## src/rtl/regfile_wb_arbiter_if.sv

```systemverilog
// Writeback requester bundle: per-requester valid/ready, dest reg and data, plus pipeline stall.
// No storage; purely a wiring bundle.
// Ready is driven by the arbiter side; requesters hold valid/rd/data until accepted.
interface regfile_wb_arbiter_if #(
  parameter int N_REQ  = 3,
  parameter int XLEN   = 32,
  parameter int ADDR_W = 5
);
  logic [N_REQ-1:0]        req_valid;
  logic [N_REQ-1:0]        req_ready;
  logic [N_REQ*ADDR_W-1:0] req_rd;
  logic [N_REQ*XLEN-1:0]   req_data;
  logic                    wb_stall;

  modport master (
    output req_valid, req_rd, req_data, wb_stall,
    input  req_ready
  );

  modport slave (
    input  req_valid, req_rd, req_data, wb_stall,
    output req_ready
  );
endinterface

```

## src/rtl/regfile_wb_arbiter.sv

```systemverilog
// Register-file write-port sequencer: zero sweep of all registers, then round-robin writeback arbitration.
// Latency: accepted request appears on RegWrite/rd/Write_data one cycle after the handshake.
// Backpressure: req_ready is low during the sweep and while wb_stall is high; no buffering.
module regfile_wb_arbiter #(
  parameter int N_REQ  = 3,
  parameter int XLEN   = 32,
  parameter int ADDR_W = 5,
  parameter int CNT_W  = 8,
  localparam int GW    = $clog2(N_REQ),
  localparam int SW    = GW + 1
) (
  input  logic               clk,
  input  logic               rst_n,
  regfile_wb_arbiter_if.slave bus,
  output logic               RegWrite,
  output logic [ADDR_W-1:0]  rd,
  output logic [XLEN-1:0]    Write_data,
  output logic [GW-1:0]      grant_id,
  output logic               init_done,
  output logic [CNT_W-1:0]   conflict_cnt
);

  typedef enum logic {S_INIT, S_RUN} state_t;

  state_t            state, state_nx;
  logic [ADDR_W-1:0] init_cnt;
  logic [GW-1:0]     rr_ptr;
  logic [GW-1:0]     win;
  logic              win_vld;
  logic [SW-1:0]     sum;
  logic              hs;
  logic              last_init;
  logic [ADDR_W-1:0] win_rd;
  logic [XLEN-1:0]   win_data;

  assign last_init = (init_cnt == {ADDR_W{1'b1}});
  assign win_rd    = bus.req_rd[win*ADDR_W +: ADDR_W];
  assign win_data  = bus.req_data[win*XLEN +: XLEN];
  assign hs        = |(bus.req_valid & bus.req_ready);

  // State register
  always_ff @(posedge clk or negedge rst_n) begin
    if (!rst_n) state <= S_INIT;
    else        state <= state_nx;
  end

  // Next state: the sweep ends after the last register address is written; RUN is terminal
  always_comb begin
    state_nx = state;
    if (state == S_INIT && last_init) state_nx = S_RUN;
  end

  // Round-robin search starting at rr_ptr, wrapping modulo N_REQ
  always_comb begin
    win     = '0;
    win_vld = 1'b0;
    sum     = '0;
    for (int k = 0; k < N_REQ; k++) begin
      sum = {1'b0, rr_ptr} + SW'(k);
      if (sum >= SW'(N_REQ)) sum = sum - SW'(N_REQ);
      if (!win_vld && bus.req_valid[sum[GW-1:0]]) begin
        win_vld = 1'b1;
        win     = sum[GW-1:0];
      end
    end
  end

  // Only the winner sees ready, and only in RUN without stall
  always_comb begin
    bus.req_ready = '0;
    if (state == S_RUN && !bus.wb_stall && win_vld) bus.req_ready[win] = 1'b1;
  end

  // Write-port outputs: sweep writes in INIT, accepted requests in RUN
  always_ff @(posedge clk or negedge rst_n) begin
    if (!rst_n) begin
      init_cnt   <= '0;
      rr_ptr     <= '0;
      RegWrite   <= 1'b0;
      rd         <= '0;
      Write_data <= '0;
      grant_id   <= '0;
      init_done  <= 1'b0;
    end else if (state == S_INIT) begin
      RegWrite   <= 1'b1;
      rd         <= init_cnt;
      Write_data <= '0;
      init_cnt   <= init_cnt + 1'b1;
      if (last_init) init_done <= 1'b1;
    end else if (hs) begin
      // x0 writes complete the handshake but never assert the write enable
      RegWrite   <= (win_rd != '0);
      rd         <= win_rd;
      Write_data <= win_data;
      grant_id   <= win;
      rr_ptr     <= (win == GW'(N_REQ - 1)) ? '0 : win + 1'b1;
    end else begin
      RegWrite   <= 1'b0;
    end
  end

  // Saturating contention counter, counted in RUN regardless of stall
  always_ff @(posedge clk or negedge rst_n) begin
    if (!rst_n) begin
      conflict_cnt <= '0;
    end else if (state == S_RUN && $countones(bus.req_valid) > 1 &&
                 conflict_cnt != {CNT_W{1'b1}}) begin
      conflict_cnt <= conflict_cnt + 1'b1;
    end
  end

endmodule
```

## src/flat_wrapper.sv

```systemverilog
// flat-port wrapper written by rule: the top's interface ports become plain ports
module regfile_wb_arbiter_flat 
#(
  parameter int N_REQ  = 3,
  parameter int XLEN   = 32,
  parameter int ADDR_W = 5,
  parameter int CNT_W  = 8,
  localparam int GW    = $clog2(N_REQ),
  localparam int SW    = GW + 1
)
  (clk, rst_n, RegWrite, rd, Write_data, grant_id, init_done, conflict_cnt, bus_req_valid, bus_req_rd, bus_req_data, bus_wb_stall, bus_req_ready);
  regfile_wb_arbiter_if #(.N_REQ(N_REQ), .XLEN(XLEN), .ADDR_W(ADDR_W)) bus_i ();
  input  logic clk;
  input  logic rst_n;
  output logic RegWrite;
  output logic [ADDR_W-1:0] rd;
  output logic [XLEN-1:0] Write_data;
  output logic [GW-1:0] grant_id;
  output logic init_done;
  output logic [CNT_W-1:0] conflict_cnt;
  input wire logic [$bits(bus_i.req_valid)-1:0] bus_req_valid;
  input wire logic [$bits(bus_i.req_rd)-1:0] bus_req_rd;
  input wire logic [$bits(bus_i.req_data)-1:0] bus_req_data;
  input wire logic [$bits(bus_i.wb_stall)-1:0] bus_wb_stall;
  output wire logic [$bits(bus_i.req_ready)-1:0] bus_req_ready;
  assign bus_i.req_valid = bus_req_valid;
  assign bus_i.req_rd = bus_req_rd;
  assign bus_i.req_data = bus_req_data;
  assign bus_i.wb_stall = bus_wb_stall;
  assign bus_req_ready = bus_i.req_ready;
  regfile_wb_arbiter #(.N_REQ(N_REQ), .XLEN(XLEN), .ADDR_W(ADDR_W), .CNT_W(CNT_W)) u_core (.clk(clk), .rst_n(rst_n), .bus(bus_i), .RegWrite(RegWrite), .rd(rd), .Write_data(Write_data), .grant_id(grant_id), .init_done(init_done), .conflict_cnt(conflict_cnt));
endmodule
```

## config.mk

```make
export PLATFORM = sky130hd
export DESIGN_NAME = regfile_wb_arbiter_flat
export DESIGN_NICKNAME = d
export VERILOG_FILES = /design/src/rtl/regfile_wb_arbiter_if.sv /design/src/rtl/regfile_wb_arbiter.sv /design/src/flat_wrapper.sv
export SDC_FILE = /design/constraint.sdc
export NUM_CORES = 1
export LEC_CHECK = 0
export CORE_UTILIZATION = 55
export DETAILED_ROUTE_END_ITERATION = 10
export DONT_BUFFER_PORTS = 1
export GPL_ROUTABILITY_DRIVEN = 0
export MAX_ROUTING_LAYER = met4
export PLACE_DENSITY = 0.79
export SKIP_LAST_GASP = 1
export SLEW_MARGIN = 10
export SYNTH_ARGS = -nofsm -noshare
export SYNTH_HDL_FRONTEND = slang
export SYNTH_SLANG_ARGS = --single-unit
export TNS_END_PERCENT = 10
```

## constraint.sdc

```tcl
create_clock -name clk -period 6.2 [get_ports clk]
set_input_delay 1.24 -clock clk [delete_from_list [all_inputs] [get_ports clk]]
set_output_delay 1.24 -clock clk [all_outputs]
set_load 0.02 [all_outputs]
```

==> Implementation_results.wiki, run 1 <==
{| class="wikitable"
! Metric !! Value
|-
| Result of the run || complete, no violations
|-
| Synth warn || 0
|-
| I/O pin count || 169
|-
| Register-to-Register Path Depth || 9
|-
| Startpoint of the most critical hold path || u_core.init_cnt[3]$_DFFE_PN0N_
|-
| Max-cap viol count || 0
|-
| Hold bufs inserted after CTS || 0
|-
| Pin slew with the least headroom to its limit || 1050 ps
|-
| Cell types with the highest counts after synthesis || 56 x sky130_fd_sc_hd__dfrtp_1, 40 x sky130_fd_sc_hd__nand3_1, 34 x sky130_fd_sc_hd__and3_1
|-
| Syn nets || 456
|-
| Placed instance count || 374
|-
| Worst reg2reg setup slack || 2660 ps
|-
| Overflow left after global routing || 0
|-
| Worst reg2reg path startpoint || u_core.rr_ptr[1]$_DFFE_PN0P_
|-
| Fraction of registers with async set or reset after synthesis || 100%
|-
| Endpoint of the worst register-to-register path || u_core.Write_data[31]$_DFFE_PN0P_
|-
| # resized after CTS || 0
|-
| Most area-consuming cells after synthesis || sky130_fd_sc_hd__dfrtp_1 42%, sky130_fd_sc_hd__a221oi_2 8.6%, sky130_fd_sc_hd__and3_1 6.4%, sky130_fd_sc_hd__nand3_1 6.0%, sky130_fd_sc_hd__o21ai_1 4.4%
|-
| First-pass iteration count of the detailed router || 4
|-
| Number of cells on the critical path || 5
|-
| # nets final || 434
|-
| Top routing layer used || met4
|-
| Number of enable flip-flop cells after synthesis || 0
|-
| Final Hold Violating Endpoints || 0
|-
| Worst hold-check slack || 506 ps
|-
| Total routed wire length on the met1 layer || 3300 um
|-
| Standard cell core area || 0.00568 sq mm
|-
| Critical path cell sequence || mux2_4 > a22o_1 > a2111oi_0 > or3b_2 > nor2_1
|-
| Number of standard cells in the layout, taps in and fillers out || 382
|-
| Final critical-path required period || 4320 ps
|-
| Post-synthesis sequential element count || 56
|-
| Worst-case clock buffer depth || 2
|-
| CP Launch Type || input pin
|-
| Achievable Freq || 231 MHz
|-
| WL met2 || 4130 um
|-
| Slew HR || 30.2%
|-
| All-Layer GR Usage || 26.0%
|-
| Area occupied by multi-input gates || 0.00174 sq mm
|-
| Startpoint-to-endpoint class of the critical path || input pin to output pin
|-
| Slowest-stage cell, CP || sky130_fd_sc_hd__or3b_2
|-
| Count of input and output buffers || 0
|-
| Total leakage power || 1.50 nW
|-
| Count of final setup violators || 0
|-
| Number of standard cells after synthesis || 331
|-
| CTS HTree Levels || 2
|-
| Detailed router's first-iteration violation count || 130
|-
| TritonCTS clock tree || done
|-
| Number of fill cells || 506
|-
| Number of antenna violations at the first check in global routing || 0
|-
| Maximum number of pins on one net before global-route repair || 57
|-
| Crit-path max FO || 43
|-
| Power density over the cells || 652 mW/mm^2
|-
| Effective utilization at floorplan || 58.6%
|-
| Fin Setup TNS || 0 ps
|-
| RSZ-0062 raised after global routing || no
|-
| Met3 wire length || 648 um
|-
| Routed wire per std cell || 21.4 um
|-
| Count of cells along the worst hold path || 1
|-
| Worst-skew pair later-pin latency || 300 ps
|-
| Routed vias || 2,631
|-
| Most used standard cell by instance count after synthesis || sky130_fd_sc_hd__dfrtp_1
|-
| Largest delay contributor family on the critical path || simple AND/OR/NAND/NOR gates
|-
| Tcrit/Tclk final || 69.7%
|-
| Distinct cell type count after synthesis || 49
|-
| Worst setup skew after layout || 4.44 ps
|-
| Antenna cells || 0
|-
| Commonest register cell after synthesis || sky130_fd_sc_hd__dfrtp_1
|-
| Worst EP required || 4960 ps
|-
| Width of the chip || 79.8 um
|-
| Area share of the largest cell type after synthesis || 42.1%
|-
| Wirelength, routed || 8180 um
|-
| Worst setup EP type || output pin
|-
| Post-DP HPWL || 5750 um
|-
| Final max-slew violation count || 0
|-
| Detailed-route vias per instance || 6.89
|-
| Final cell area excluding filler cells || 0.00339 sq mm
|-
| Storage element area || 0.00140 sq mm
|-
| DP Area || 0.00329 sq mm
|-
| Seq/Total Area, Yosys || 42.1%
|-
| First-pass GRT wire length || 12,500 um
|-
| Cts bufs inserted || 5
|-
| Critical path buffers and inverters || 0
|-
| Number of placement rows || 27
|-
| IR Drop Worst-Case VDD || 0.000346 V
|-
| Post-route antenna net violation count || 0
|-
| Average footprint of a synthesized cell || 10.1 sq um
|-
| Setup Fix Bufs, Post-CTS || 0
|-
| Worst EP arrival || 3080 ps
|-
| DRC viols || 0
|-
| Min-delay worst type || flip-flop to flip-flop
|-
| Root Buffer || sky130_fd_sc_hd__clkbuf_8
|-
| Die area || 0.00636 sq mm
|-
| Via count of the first global-routing pass || 2,453
|-
| TritonCTS Sinks || 56
|-
| Reg clk slew, reported paths || 100 ps
|-
| Die Y || 79.8 um
|-
| Area added between synthesis and finish || 1.84%
|-
| Fraction of layout cells with a size suffix above 1 || 14.8%
|-
| Cell area after synthesis || 0.00333 sq mm
|-
| Min-Delay Endpoint || u_core.init_cnt[3]$_DFFE_PN0N_
|-
| CP peak stage delay || 700 ps
|-
| Most area-hungry cell type in the Yosys netlist || sky130_fd_sc_hd__dfrtp_1
|}
[layout by cell type, fill, tap and decap left out, types with 4 or more instances in the layout]
cell	count
sky130_fd_sc_hd__o21ai_0	8
sky130_fd_sc_hd__a21oi_1	5
sky130_fd_sc_hd__dfrtp_1	55
sky130_fd_sc_hd__o21ai_1	29
sky130_fd_sc_hd__clkbuf_8	6
sky130_fd_sc_hd__nor2b_1	5
sky130_fd_sc_hd__nand3_1	40
sky130_fd_sc_hd__inv_1	9
sky130_fd_sc_hd__and3_1	34
sky130_fd_sc_hd__a221oi_2	19
sky130_fd_sc_hd__nand2_1	6
sky130_fd_sc_hd__a21o_1	4
sky130_fd_sc_hd__a221oi_1	15
sky130_fd_sc_hd__xnor2_1	7
sky130_fd_sc_hd__o221ai_1	4
sky130_fd_sc_hd__mux2_2	4
sky130_fd_sc_hd__nor2_1	6
sky130_fd_sc_hd__ha_1	8
[per-stage QoR]
| stage | setup slack (ps) | total power, mW | utilization (%) |
|---|---|---|---|
| 3_5_place_dp | 1870 | 2.00 | 58.0 |
| 6_report | 1880 | 2.21 | 59.7 |
| 2_1_floorplan | 2210 | 1.81 | - |
| 5_1_grt | 1730 | 2.37 | 59.7 |
| 4_1_cts | 1890 | 2.22 | 59.7 |
| 3_3_place_gp | 1980 | 1.95 | 58.0 |
[cell type report]
class / instances / share of cell area (%)
Clock buffer: 6 / 2.44
Clock inverter: 2 / 0.406
Multi-Input combinational cell: 234 / 51.4
Tap cell: 72 / 2.66
Sequential cell: 56 / 41.4
Inverter: 9 / 0.997
Timing Repair Buffer: 3 / 0.665
[worst max path at each step]
stage                             to  slack [ps]                    startpoint
global route        bus_req_ready[1]        1730  u_core.rr_ptr[1]$_DFFE_PN0P_
floorplan           bus_req_ready[0]        2210              bus_req_valid[0]
finish              bus_req_ready[1]        1880              bus_req_valid[0]
CTS                 bus_req_ready[1]        1890              bus_req_valid[0]
detailed placement  bus_req_ready[1]        1870              bus_req_valid[0]
global placement    bus_req_ready[0]        1980              bus_req_valid[0]
[power breakdown]
part / internal, mW / switching [mW] / total, mW
logic: 0.485 / 0.692 / 1.18
clock network: 0.0918 / 0.121 / 0.213
registers: 0.519 / 0.298 / 0.817
total: 1.10 / 1.11 / 2.21
[kinds of logic (layout without fill, tap and decap cells)]
group / count (synthesis) / after routing / share of synthesized area, %
simple gates: 108 / 108 / 18.4
flops: 56 / 56 / 42.1
xor+xnor: 10 / 10 / 2.63
fa+ha+maj: 8 / 8 / 3.01
compound gates: 101 / 101 / 25.5
buf+inv: 41 / 20 / 5.98
mux: 7 / 7 / 2.41
[layer usage]
layer,vias to the layer above,track usage (%)
li1,1215,-
met1,1264,31.9
met2,144,43.2
met3,8,6.51
met4,0,6.43
met5,-,-
[flip-flops by register name, summed over array words and instances, names as in the netlist]
signal               flops
u_core.Write_data       32
u_core.conflict_cnt      8
u_core.init_cnt          5
u_core.rd                5
u_core.grant_id          2
u_core.rr_ptr            2
u_core.RegWrite          1
u_core.init_done         1
No activity file was read; power rests on OpenSTA's default activity.
==> run 2, diff against run 1 <==
clock period = 4.34 ns   (was 6.2 ns; I/O delays follow)
==> Implementation_results.wiki, run 2 (synthesized netlist as in run 1, its figures left out) <==
{| class="wikitable"
! Metric !! Value
|-
| Commonest non-fill, non-tap cell in the layout || sky130_fd_sc_hd__dfrtp_1
|-
| Final critical-path required period || 3750 ps
|-
| Power density over the cells || 931 mW/mm^2 (+43%)
|-
| TritonCTS clock tree || done
|-
| Tcrit/Tclk final || 86.3%
|-
| Crit-path max FO || 39 (-9.3%)
|-
| Max-cap viol count || 0 (unchanged)
|-
| Fraction of layout cells with a size suffix above 1 || 15.3% (+0.50 points)
|-
| Post-DP HPWL || 5890 um (+2.5%)
|-
| Result of the run || complete, no violations
|-
| Setup Fix Bufs, Post-CTS || 0 (unchanged)
|-
| Worst EP required || 3470 ps (-1490 ps)
|-
| Wirelength, routed || 8450 um (+3.3%)
|-
| PnR Total Power || 3.17 mW (+44%)
|-
| GR Layer Usage met3 || 4.23% (-2.3 points)
|-
| I/O pin count || 169 (unchanged)
|-
| Routed vias || 2,661 (+1.1%)
|-
| All-Layer GR Usage || 27.1% (+1.0 points)
|-
| Count of input and output buffers || 0 (unchanged)
|-
| Root Buffer || sky130_fd_sc_hd__clkbuf_8
|-
| Total leakage power || 1.50 nW (+0.46%)
|-
| Critical path buffers and inverters || 1 (+1)
|-
| Final max-slew violation count || 0 (unchanged)
|-
| Routing layer with the top usage in global route || met2
|-
| Max reg flops || 32 (unchanged)
|-
| Setup slack after placement || 891 ps (-980 ps)
|-
| First-pass iteration count of the detailed router || 4 (unchanged)
|-
| Startpoint-to-endpoint class of the critical path || flip-flop to output pin
|-
| # resized after CTS || 0 (unchanged)
|-
| Regs by FF count || u_core.Write_data: 32 flops, u_core.conflict_cnt: 8 flops
|-
| Worst setup EP type || output pin
|-
| Maximum number of pins on one net before global-route repair || 57 (unchanged)
|-
| Slew HR || 55.0% (+25 points)
|-
| DRC viols || 0 (unchanged)
|-
| Die Y || 79.8 um (unchanged)
|-
| Number of placement rows || 27 (unchanged)
|-
| RSZ-0062 raised after global routing || no
|-
| Hold bufs inserted after CTS || 0 (unchanged)
|-
| Worst Setup Slack, final || 594 ps (-1290 ps)
|-
| Worst-skew pair later-pin latency || 300 ps (about the same)
|-
| CP peak stage delay || 580 ps (-120 ps)
|-
| Critical path cell sequence || inv_1 > ha_1 > mux2_4 > a22o_1 > or3b_4 > nand2_1 > nand2_1 > nor2_1
|-
| Via count of the first global-routing pass || 2,671 (+8.9%)
|-
| Worst setup skew after layout || 9.04 ps (+4.60 ps)
|-
| Final Hold Violating Endpoints || 0 (unchanged)
|-
| Register ranked first by flip-flop count || u_core.Write_data
|-
| Most frequent cells in the layout || 55 x sky130_fd_sc_hd__dfrtp_1, 40 x sky130_fd_sc_hd__nand3_1, 34 x sky130_fd_sc_hd__and3_1
|-
| Worst-case clock buffer depth || 2 (unchanged)
|-
| IR Drop Worst-Case VDD || 0.000449 V (+30%)
|-
| CP Launch Type || flip-flop
|-
| # nets final || 437 (+0.69%)
|-
| Slowest-stage cell, CP || sky130_fd_sc_hd__or3b_4
|-
| Most common cell type on the critical path || sky130_fd_sc_hd__nand2_1
|-
| Cts bufs inserted || 5 (unchanged)
|-
| Largest delay contributor family on the critical path || simple AND/OR/NAND/NOR gates
|-
| Pin slew with the least headroom to its limit || 673 ps (-375 ps)
|-
| Standard cell core area || 0.00568 sq mm (unchanged)
|-
| Overflow left after global routing || 0 (unchanged)
|-
| Width of the chip || 79.8 um (unchanged)
|-
| Detailed router's first-iteration violation count || 128 (-1.5%)
|-
| Worst EP arrival || 2880 ps (-200 ps)
|-
| Antenna cells || 0 (unchanged)
|-
| Achievable Freq || 267 MHz
|-
| Fin Setup TNS || 0 ps (unchanged)
|-
| Number of antenna violations at the first check in global routing || 0 (unchanged)
|-
| Reg clk slew, reported paths || 100 ps (about the same)
|-
| Met2 capacity usage during global routing || 45.6% (+2.4 points)
|-
| Met1 Use GR || 33.1% (+1.2 points)
|-
| Final standard cell utilization of the core || 60.1% (+0.35 points)
|-
| Die area || 0.00636 sq mm (unchanged)
|-
| Count of final setup violators || 0 (unchanged)
|-
| Area added between synthesis and finish || 2.44%
|-
| Effective utilization at floorplan || 58.6% (unchanged)
|-
| CTS HTree Levels || 2 (unchanged)
|-
| First-pass GRT wire length || 12,800 um (+2.7%)
|-
| Detailed-route vias per instance || 6.91 (+0.35%)
|-
| TritonCTS Sinks || 56 (unchanged)
|-
| Min-delay worst type || input pin to asynchronous set/reset pin
|-
| Routed wire per std cell || 21.9 um (+2.5%)
|-
| Post-route antenna net violation count || 0 (unchanged)
|}
==> run 2: cell count changes in the layout (fill, tap and decap cells not counted), sizes merged <==
cell / change
inv: -1
buf: +3
clkinvlp: +1
clkbuf: +1
clkinv: -1
==> run 2: metrics by stage <==
step	hold WS (ps)	area [sq um]	cells
detailed placement	495	3310	377
global route	219	3410	385
CTS	236	3410	385
global placement	484	3310	377
finish	244	3410	385
floorplan	460	3330	331
==> run 2: per-layer routing <==
metal | vias to the layer above | share of wire [%]
li1 | 1221 | -
met1 | 1281 | 41
met2 | 146 | 50
met3 | 13 | 7.5
met4 | 0 | 2.0
met5 | - | 0
==> run 2: area by class of cell <==
type	count	area (sq um)
Clock inverter	1	7.51
Tap cell	72	90.1
Sequential cell	56	1400
Multi-Input combinational cell	234	1740
Timing Repair Buffer	6	45.0
Clock buffer	7	86.3
Fill cell	507	2270
Inverter	9	33.8
==> run 2: where the power goes <==
group	switching [mW]	leakage, nW	total, mW	internal, mW
Clock	0.167	0.0445	0.297	0.130
Sequential	0.427	0.704	1.17	0.742
Combinational	1.00	0.756	1.71	0.705
==> run 2: path summary, 6_finish.rpt <==
check	from	to	slack [ps]	cells after the start
min in group clk	u_core.init_cnt[0]$_DFFE_PN0N_	u_core.init_cnt[0]$_DFFE_PN0N_	510	1
setup reg to reg	u_core.rr_ptr[1]$_DFFE_PN0P_	u_core.Write_data[21]$_DFFE_PN0P_	1010	9
max in group asynchronous	rst_n	u_core.Write_data[21]$_DFFE_PN0P_	4000	0
hold / removal	rst_n	u_core.conflict_cnt[3]$_DFFE_PN0P_	240	0
setup / recovery	u_core.rr_ptr[1]$_DFFE_PN0P_	bus_req_ready[0]	590	8
hold reg to reg	u_core.init_cnt[0]$_DFFE_PN0N_	u_core.init_cnt[0]$_DFFE_PN0N_	510	1
